**src/rtl/ltp_multi_if.sv**
```systemverilog
// Level/mode inputs and pulse outputs of ltp_multi, grouped for connection as one port.
interface ltp_multi_if #(
    parameter int unsigned CH = 4
);
    logic [CH-1:0] i_level;
    logic [1:0]    i_mode;
    logic [CH-1:0] o_pulse;
    logic          o_any;

    modport master (output i_level, output i_mode, input o_pulse, input o_any);
    modport slave  (input i_level, input i_mode, output o_pulse, output o_any);
endinterface

```
**src/rtl/ltp_multi.sv**
```systemverilog
// Multi-channel edge-to-pulse converter with per-channel retriggerable pulse stretcher.
// Optional input debounce is enabled by defining LTP_DEBOUNCE_EN.
module ltp_multi #(
    parameter int unsigned CH = 4,
    parameter int unsigned PW = 1,
    parameter int unsigned DB = 4
) (
    input  logic       i_clk,
    input  logic       i_rstn,
    ltp_multi_if.slave bus
);
    localparam int unsigned CW = $clog2(PW + 1);
    localparam logic [CW-1:0] Reload = CW'(PW - 1);

    typedef enum logic {StIdle, StPulse} state_e;

    if (CH < 1 || CH > 32 || PW < 1 || PW > 255 || DB < 2 || DB > 255) begin : g_bad_param
        $error("ltp_multi: parameter out of range");
    end

    state_e        state_q [CH];
    state_e        state_d [CH];
    logic [CW-1:0] cnt_q   [CH];
    logic [CW-1:0] cnt_d   [CH];
    logic [CH-1:0] f_q, f_d;
    logic [CH-1:0] ev;
    logic [CH-1:0] pulse_d;
    logic          any_q;

`ifdef LTP_DEBOUNCE_EN
    localparam int unsigned DW = $clog2(DB + 1);
    localparam logic [DW-1:0] DbLast = DW'(DB - 1);

    logic [DW-1:0] db_q [CH];
    logic [DW-1:0] db_d [CH];

    // f flips on the DB-th consecutive sample that disagrees with it.
    always_comb begin
        f_d = f_q;
        for (int unsigned i = 0; i < CH; i++) begin
            db_d[i] = '0;
            if (bus.i_level[i] != f_q[i]) begin
                if (db_q[i] == DbLast) begin
                    f_d[i] = bus.i_level[i];
                end else begin
                    db_d[i] = db_q[i] + DW'(1);
                end
            end
        end
    end

    always_ff @(posedge i_clk or negedge i_rstn) begin
        if (!i_rstn) begin
            for (int unsigned i = 0; i < CH; i++) begin
                db_q[i] <= '0;
            end
        end else begin
            for (int unsigned i = 0; i < CH; i++) begin
                db_q[i] <= db_d[i];
            end
        end
    end
`else
    assign f_d = bus.i_level;
`endif

    always_comb begin
        case (bus.i_mode)
            2'b00:   ev = f_d & ~f_q;
            2'b01:   ev = ~f_d & f_q;
            2'b10:   ev = f_d ^ f_q;
            default: ev = '0;
        endcase
    end

    always_comb begin
        for (int unsigned i = 0; i < CH; i++) begin
            state_d[i] = state_q[i];
            cnt_d[i]   = cnt_q[i];
            if (bus.i_mode == 2'b11) begin
                state_d[i] = StIdle;
                cnt_d[i]   = '0;
            end else begin
                case (state_q[i])
                    StIdle: begin
                        if (ev[i]) begin
                            state_d[i] = StPulse;
                            cnt_d[i]   = Reload;
                        end
                    end
                    StPulse: begin
                        if (ev[i]) begin
                            cnt_d[i] = Reload;
                        end else if (cnt_q[i] == '0) begin
                            state_d[i] = StIdle;
                        end else begin
                            cnt_d[i] = cnt_q[i] - CW'(1);
                        end
                    end
                    default: begin
                        state_d[i] = StIdle;
                        cnt_d[i]   = '0;
                    end
                endcase
            end
            pulse_d[i] = (state_d[i] == StPulse);
        end
    end

    always_ff @(posedge i_clk or negedge i_rstn) begin
        if (!i_rstn) begin
            f_q   <= '0;
            any_q <= 1'b0;
            for (int unsigned i = 0; i < CH; i++) begin
                state_q[i] <= StIdle;
                cnt_q[i]   <= '0;
            end
        end else begin
            f_q   <= f_d;
            any_q <= |pulse_d;
            for (int unsigned i = 0; i < CH; i++) begin
                state_q[i] <= state_d[i];
                cnt_q[i]   <= cnt_d[i];
            end
        end
    end

    always_comb begin
        for (int unsigned i = 0; i < CH; i++) begin
            bus.o_pulse[i] = (state_q[i] == StPulse);
        end
    end

    assign bus.o_any = any_q;

endmodule
```
**src/flat_wrapper.sv**
```systemverilog
// flat-port wrapper written by rule: the top's interface ports become plain ports
module ltp_multi_flat 
#(
    parameter int unsigned CH = 4,
    parameter int unsigned PW = 1,
    parameter int unsigned DB = 4
)
  (i_clk, i_rstn, bus_i_level, bus_i_mode, bus_o_pulse, bus_o_any);
  ltp_multi_if #(.CH(CH)) bus_i ();
  input  logic i_clk;
  input  logic i_rstn;
  input wire logic [$bits(bus_i.i_level)-1:0] bus_i_level;
  input wire logic [$bits(bus_i.i_mode)-1:0] bus_i_mode;
  output wire logic [$bits(bus_i.o_pulse)-1:0] bus_o_pulse;
  output wire logic [$bits(bus_i.o_any)-1:0] bus_o_any;
  assign bus_i.i_level = bus_i_level;
  assign bus_i.i_mode = bus_i_mode;
  assign bus_o_pulse = bus_i.o_pulse;
  assign bus_o_any = bus_i.o_any;
  ltp_multi #(.CH(CH), .PW(PW), .DB(DB)) u_core (.i_clk(i_clk), .i_rstn(i_rstn), .bus(bus_i));
endmodule
```
**config.mk**
```make
export PLATFORM = sky130hd
export DESIGN_NAME = ltp_multi_flat
export DESIGN_NICKNAME = d
export VERILOG_FILES = /design/src/rtl/ltp_multi_if.sv /design/src/rtl/ltp_multi.sv /design/src/flat_wrapper.sv
export SDC_FILE = /design/constraint.sdc
export NUM_CORES = 1
export LEC_CHECK = 0
export ABC_AREA = 1
export CORE_AREA = 2 2 39 41
export CTS_BUF_LIST = sky130_fd_sc_hd__clkbuf_4 sky130_fd_sc_hd__clkbuf_8
export CTS_CLUSTER_SIZE = 16
export DETAILED_ROUTE_END_ITERATION = 8
export DIE_AREA = 0 0 41 43
export SYNTH_ARGS = -nofsm -noshare
export SYNTH_HDL_FRONTEND = slang
export SYNTH_SLANG_ARGS = --single-unit
```
**constraint.sdc**
```tcl
create_clock -name i_clk -period 2 [get_ports i_clk]
set_input_delay 0.3 -clock i_clk [delete_from_list [all_inputs] [get_ports i_clk]]
set_output_delay 0.3 -clock i_clk [all_outputs]
set_load 0.03 [all_outputs]
```
==> flow_summary_export.csv, run 1 <==
group,metric,value,unit
layout,post-route-util,46.8,%
clock_tree,cts_setup_buffers,0,
timing,fin_crit_sh,77.3,%
power,peakVddDrop,359,uV
worst_setup_path,critPathSlowestCell,"clkdlybuf4s50_1",
clock_tree,clk_path_buf_depth,2,
floorplan,ioPinCount,13,
yosys,netlist_top_cells_count,"10 x inv_1, 9 x dfrtp_1, 8 x ha_1",
global_routing,grt_start_max_net_pins,10,
drt,ant_nets,0,
clock_tree,clk_latency,0.26,ns
worst_setup_path,max_stage_delay,0.66,ns
yosys,synth_top_area_share,47.1,%
clock_tree,htree_levels,1,
clock_tree,cts_resized,0,
place,dp_hpwl,651,um
timing,max_slew_margin,72.1,%
clock_tree,clock-sinks,9,
timing,slew_violations,0,
place,gp_congestion,0.698,
global_routing,antenna_found_initial,0,
power,p_clk_share,34.6,%
floorplan,die_w,41,um
clock_tree,cts_buffers,3,
yosys,ys_async_sr_fraction,100,%
worst_setup_path,timing.rr.end,"u_core.bus.o_any",
global_routing,grt_pass1_wl,1350,um
worst_setup_path,r2r_start,"u_core.f_q[0]",
worst_setup_path,critical_path_arrival,1.25,ns
worst_setup_path,required,1.70,ns
global_routing,grt_overflow_total,0,
place,place_inst,75,
power,p_switching,0.123,mW
drt,wl_per_cell,10.3,um
power,p_sw_share,27.2,%
drt,num_vias,358,
run_status,status,"finished, final reports clean",
worst_setup_path,endpoint_kind,"output pin",
power,p_int,0.331,mW
timing,worstMarginPinSlew,0.417,ns
worst_setup_path,cp-startpoint,"u_core.bus.o_pulse[1]",
layout,areaGrowthSynthToFinish,35.6,%
global_routing,grt_pass1_vias,326,
power,p_leak,0.347,nW
yosys,synth_area,478,um2
worst_setup_path,path_depth,1,
layout,layout-drive-gt1-share,11.1,%
timing,setup_ws,0.454,ns
global_routing,grt_usage,12.2,%
worst_setup_path,reg2reg_setup_slack,0.91,ns
yosys,synth_warnings,0,
worst_setup_path,reg2regPathDepth,5,
timing,setup_tns,0,ns
floorplan,die_h,43,um
yosys,syn_area_per_cell,10.2,um2
clock_tree,clkTransAtPathRegs,0.06,ns
layout,diodes,0,
floorplan,initial_utilization,34.5,%
worst_setup_path,path_class,"flip-flop to output pin",
layout,fin_area,648,um2
yosys,synth_top_flop_cell,"dfrtp_1",
power,power_density,701,nW/um2
floorplan,core.rowCount,14,
layout,fin_cells,79,
min_path,worstHoldPathType,"input pin to asynchronous set/reset pin",
yosys,synth_area_leader_cell,"dfrtp_1",
timing,hold_viol,0,
timing,setup_viol,0,
clock_tree,cts_tree,"yes",
yosys,synth_seq_cells,9,
timing,rsz0062_at_grt,"false",
worst_setup_path,path_cells,"clkdlybuf4s50_1",
yosys,synthDistinctLibCells,8,
power,seqPwrFrac,44.1,%
yosys,synth-edff-count,0,
worst_setup_path,cp_max_fo,1,
timing,fin_worst_skew,0.00403,ns
yosys,synth_most_common_cell,"inv_1",
timing,fmax,647,MHz
drt,via_per_inst,4.53,
yosys,syn_nets,63,
power,power,0.454,mW
worst_setup_path,startpoint_type,"flip-flop",
floorplan,core_area,1380,um2
timing,period_minus_slack,1.55,ns
drt,dr.pass1.iters,2,
place,dpl_worst_slack,0.404,ns
clock_tree,cts_root_buf,"clkbuf_4",
worst_setup_path,critPathCapture,"bus_o_pulse[1]",
yosys,post_synth_inst_count,47,
flow_run,cap_violations,0,
worst_setup_path,cp_top_family,"buffers and inverters",
drt,wirelength,814,um
layout,num-nets-final,80,
floorplan,dieArea,1760,um2
power,p_comb_share,21.2,%
place,postPlaceCellArea,618,um2
worst_setup_path,crit_buf_inv,1,
place,port_buffers,12,
drt,drcViolationCount,0,
timing,holdWs,0.333,ns
clock_tree,hold_buffers,0,
drt,dr.first_iter.drc_count,2,
yosys,synth_area_leaders,"dfrtp_1 47%, ha_1 21%, inv_1 7.9%",
yosys,synth-seq-area-share,47.1,%
-- power by group through the flow --
| stage | clock network, mW | registers (mW) | logic [mW] |
|---|---|---|---|
| after floorplan | 0 | 0.225 | 0.0275 |
| after global placement | 0 | 0.204 | 0.0964 |
| after detailed placement | 0 | 0.204 | 0.0978 |
| after CTS | 0.164 | 0.201 | 0.0981 |
| after global routing | 0.167 | 0.202 | 0.107 |
| final | 0.157 | 0.200 | 0.0965 |
-- state kept, by name, indices dropped and copies added, names as in the netlist --
name / flops
u_core.f_q: 4
u_core.bus.o_pulse: 4
u_core.bus.o_any: 1
-- worst min-delay path by stage --
stage / to / cells after the start / slack (ns) / from
global placement: u_core.bus.o_pulse[0] / 1 / 0.63 / i_rstn
CTS: u_core.bus.o_any / 1 / 0.34 / i_rstn
floorplan: u_core.bus.o_any / 0 / 0.004 / i_rstn
finish: u_core.bus.o_any / 1 / 0.33 / i_rstn
detailed placement: u_core.bus.o_pulse[0] / 1 / 0.63 / i_rstn
global route: u_core.bus.o_any / 1 / 0.38 / i_rstn
-- placed cells by master (no fill, tap or decap), drive strengths merged --
cell type	instances
nand3b	4
inv	10
dfrtp	9
clkdlybuf4s50	12
ha	8
nand2	5
clkbuf	4
nand3	8
nor2	3
-- layer usage --
metal  track usage, %  vias up  wire length (um)
met4             12.0        0                40
met5                0        -                 0
met2             17.2       11               385
met3             3.14        5                44
li1                 -      184                 -
met1             13.8      158               344
-- cell type report --
class	instances	area (um2)
repair buffers	12	120
clock buffers	4	30.0
multi-input cells	28	215
inverters	10	37.5
flip-flops and latches	9	225
well taps	16	20.0
fillers	135	736
-- cells by family (layout without fill, tap and decap cells) --
family | count (synthesis) | in the layout | share of synthesized area (%)
DFF | 9 | 9 | 47.1
adders and majority gates | 8 | 8 | 20.9
and+or+nand+nor | 20 | 20 | 24.1
buffers and inverters | 10 | 26 | 7.85
Note: power is estimated with default switching activity, not from simulation.
==> run 2: changes to the inputs <==
- clock period: 2 -> 1.6 ns (I/O delays scaled with it)
==> flow_summary_export.csv, run 2 (synthesis gave the netlist of run 1 again) <==
group,metric,value,unit
global_routing,grt_usage,12.0,%
layout,regArea,225,um2
power,p_int,0.413,mW
timing,setup_viol,0,
place,gp_congestion,0.735,
layout,final_common_cell,"clkdlybuf4s50_1",
worst_setup_path,path_cells,"clkdlybuf4s50_1",
clock_tree,clk_latency,0.26,ns
timing,setup_tns,0,ns
floorplan,core_area,1380,um2
layout,nFillCells,136,
flow_run,cap_violations,0,
power,p_comb_share,21.1,%
floorplan,initial_utilization,34.5,%
worst_setup_path,path_class,"flip-flop to output pin",
worst_setup_path,cp_top_family,"buffers and inverters",
drt,via_per_inst,4.49,
timing,max_slew_margin,73.8,%
drt,drcViolationCount,0,
worst_setup_path,crit_buf_inv,1,
layout,areaGrowthSynthToFinish,35.6,%
clock_tree,cts_root_buf,"clkbuf_4",
clock_tree,cts_tree,"yes",
place,port_buffers,12,
clock_tree,clk_path_buf_depth,2,
power,power_density,871,nW/um2
power,p_sw_share,26.9,%
drt,num_vias,355,
worst_setup_path,critical_path_arrival,1.24,ns
worst_setup_path,cp_max_fo,1,
layout,diodes,0,
drt,dr.first_iter.drc_count,7,
timing,hold_viol,0,
timing,period_minus_slack,1.48,ns
global_routing,grt_pass1_wl,1260,um
floorplan,ioPinCount,13,
worst_setup_path,required,1.36,ns
floorplan,die_w,41,um
timing,holdWs,0.264,ns
drt,dr.pass1.iters,4,
worst_setup_path,critPathSlowestCell,"clkdlybuf4s50_1",
drt,ant_nets,0,
power,seqPwrFrac,44.4,%
global_routing,grt_pass1_vias,301,
min_path,worstHoldPathType,"input pin to asynchronous set/reset pin",
worst_setup_path,startpoint_type,"flip-flop",
global_routing,antenna_found_initial,0,
worst_setup_path,max_stage_delay,0.66,ns
timing,rsz0062_at_grt,"false",
clock_tree,clock-sinks,9,
timing,slew_violations,0,
drt,wl_per_cell,9.66,um
clock_tree,htree_levels,1,
timing,fmax,674,MHz
timing,worstMarginPinSlew,0.392,ns
place,dp_hpwl,583,um
global_routing,grt_start_max_net_pins,10,
clock_tree,clkTransAtPathRegs,0.06,ns
floorplan,core.rowCount,14,
place,place_inst,75,
clock_tree,cts_setup_buffers,0,
floorplan,die_h,43,um
drt,wirelength,763,um
power,power,0.565,mW
clock_tree,hold_buffers,0,
layout,final_cell_mix,"12 x clkdlybuf4s50_1, 10 x inv_1, 9 x dfrtp_1",
floorplan,dieArea,1760,um2
power,peakVddDrop,429,uV
run_status,status,"finished, final reports clean",
layout,multi_input_area,215,um2
layout,layout-drive-gt1-share,11.1,%
power,p_switching,0.152,mW
timing,fin_worst_skew,0.00361,ns
clock_tree,cts_resized,0,
timing,fin_crit_sh,92.7,%
power,p_clk_share,34.5,%
clock_tree,cts_buffers,3,
worst_setup_path,endpoint_kind,"output pin",
layout,post-route-util,46.8,%
global_routing,grt_overflow_total,0,
layout,num-nets-final,80,
power,p_leak,0.347,nW
layout,fin_cells,79,
## run 2: cell counts in the layout (fill, tap and decap cells not counted)
Identical to the previous run, type by type.
## run 2: routing by layer
metal	share of wire, %	global-route usage, %	vias up
li1	-	-	179
met1	43	13.3	157
met2	45	15.0	17
met3	9.4	9.42	2
met4	2.8	8.00	0
met5	0	0	-
## run 2: per-stage QoR
step / setup slack (ns) / area [um2]
6_report: 0.116 / 648
5_1_grt: 0.0468 / 648
4_1_cts: 0.0977 / 648
3_5_place_dp: 0.0769 / 618
3_3_place_gp: 0.0821 / 618
2_1_floorplan: 0.565 / 478
## run 2: power by group through the flow
stage / sequential, mW / combinational (mW) / clock, mW
floorplan: 0.282 / 0.0344 / 0
global placement: 0.255 / 0.121 / 0
detailed placement: 0.255 / 0.121 / 0
CTS: 0.251 / 0.121 / 0.204
global route: 0.252 / 0.133 / 0.217
finish: 0.251 / 0.119 / 0.195
## run 2: path summary, 6_finish.rpt
| check | startpoint | end | slack [ns] | cells after the start |
|---|---|---|---|---|
| setup / recovery | u_core.bus.o_pulse[0] | bus_o_pulse[0] | 0.12 | 1 |
| hold / removal | i_rstn | u_core.bus.o_pulse[2] | 0.26 | 1 |
| setup reg to reg | u_core.f_q[0] | u_core.bus.o_any | 0.51 | 5 |
| hold reg to reg | u_core.f_q[1] | u_core.bus.o_pulse[1] | 0.68 | 3 |
| max in group asynchronous | i_rstn | u_core.f_q[3] | 1.06 | 1 |
| min in group i_clk | bus_i_level[2] | u_core.f_q[2] | 0.48 | 1 |
## run 2: area by class of cell
type / count / area share, %
flip-flops and latches: 9 / 34.7
inverters: 10 / 5.79
clock buffers: 4 / 4.63
multi-input cells: 28 / 33.2
repair buffers: 12 / 18.5
well taps: 16 / 3.09
## run 2: worst register-to-register path, cell delays in order, from the launching register on
cell      delay (ns)
dfrtp_1         0.38
ha_1            0.27
nand3b_1        0.11
nand3_2         0.07
nor2_1          0.11
nand2_1         0.05
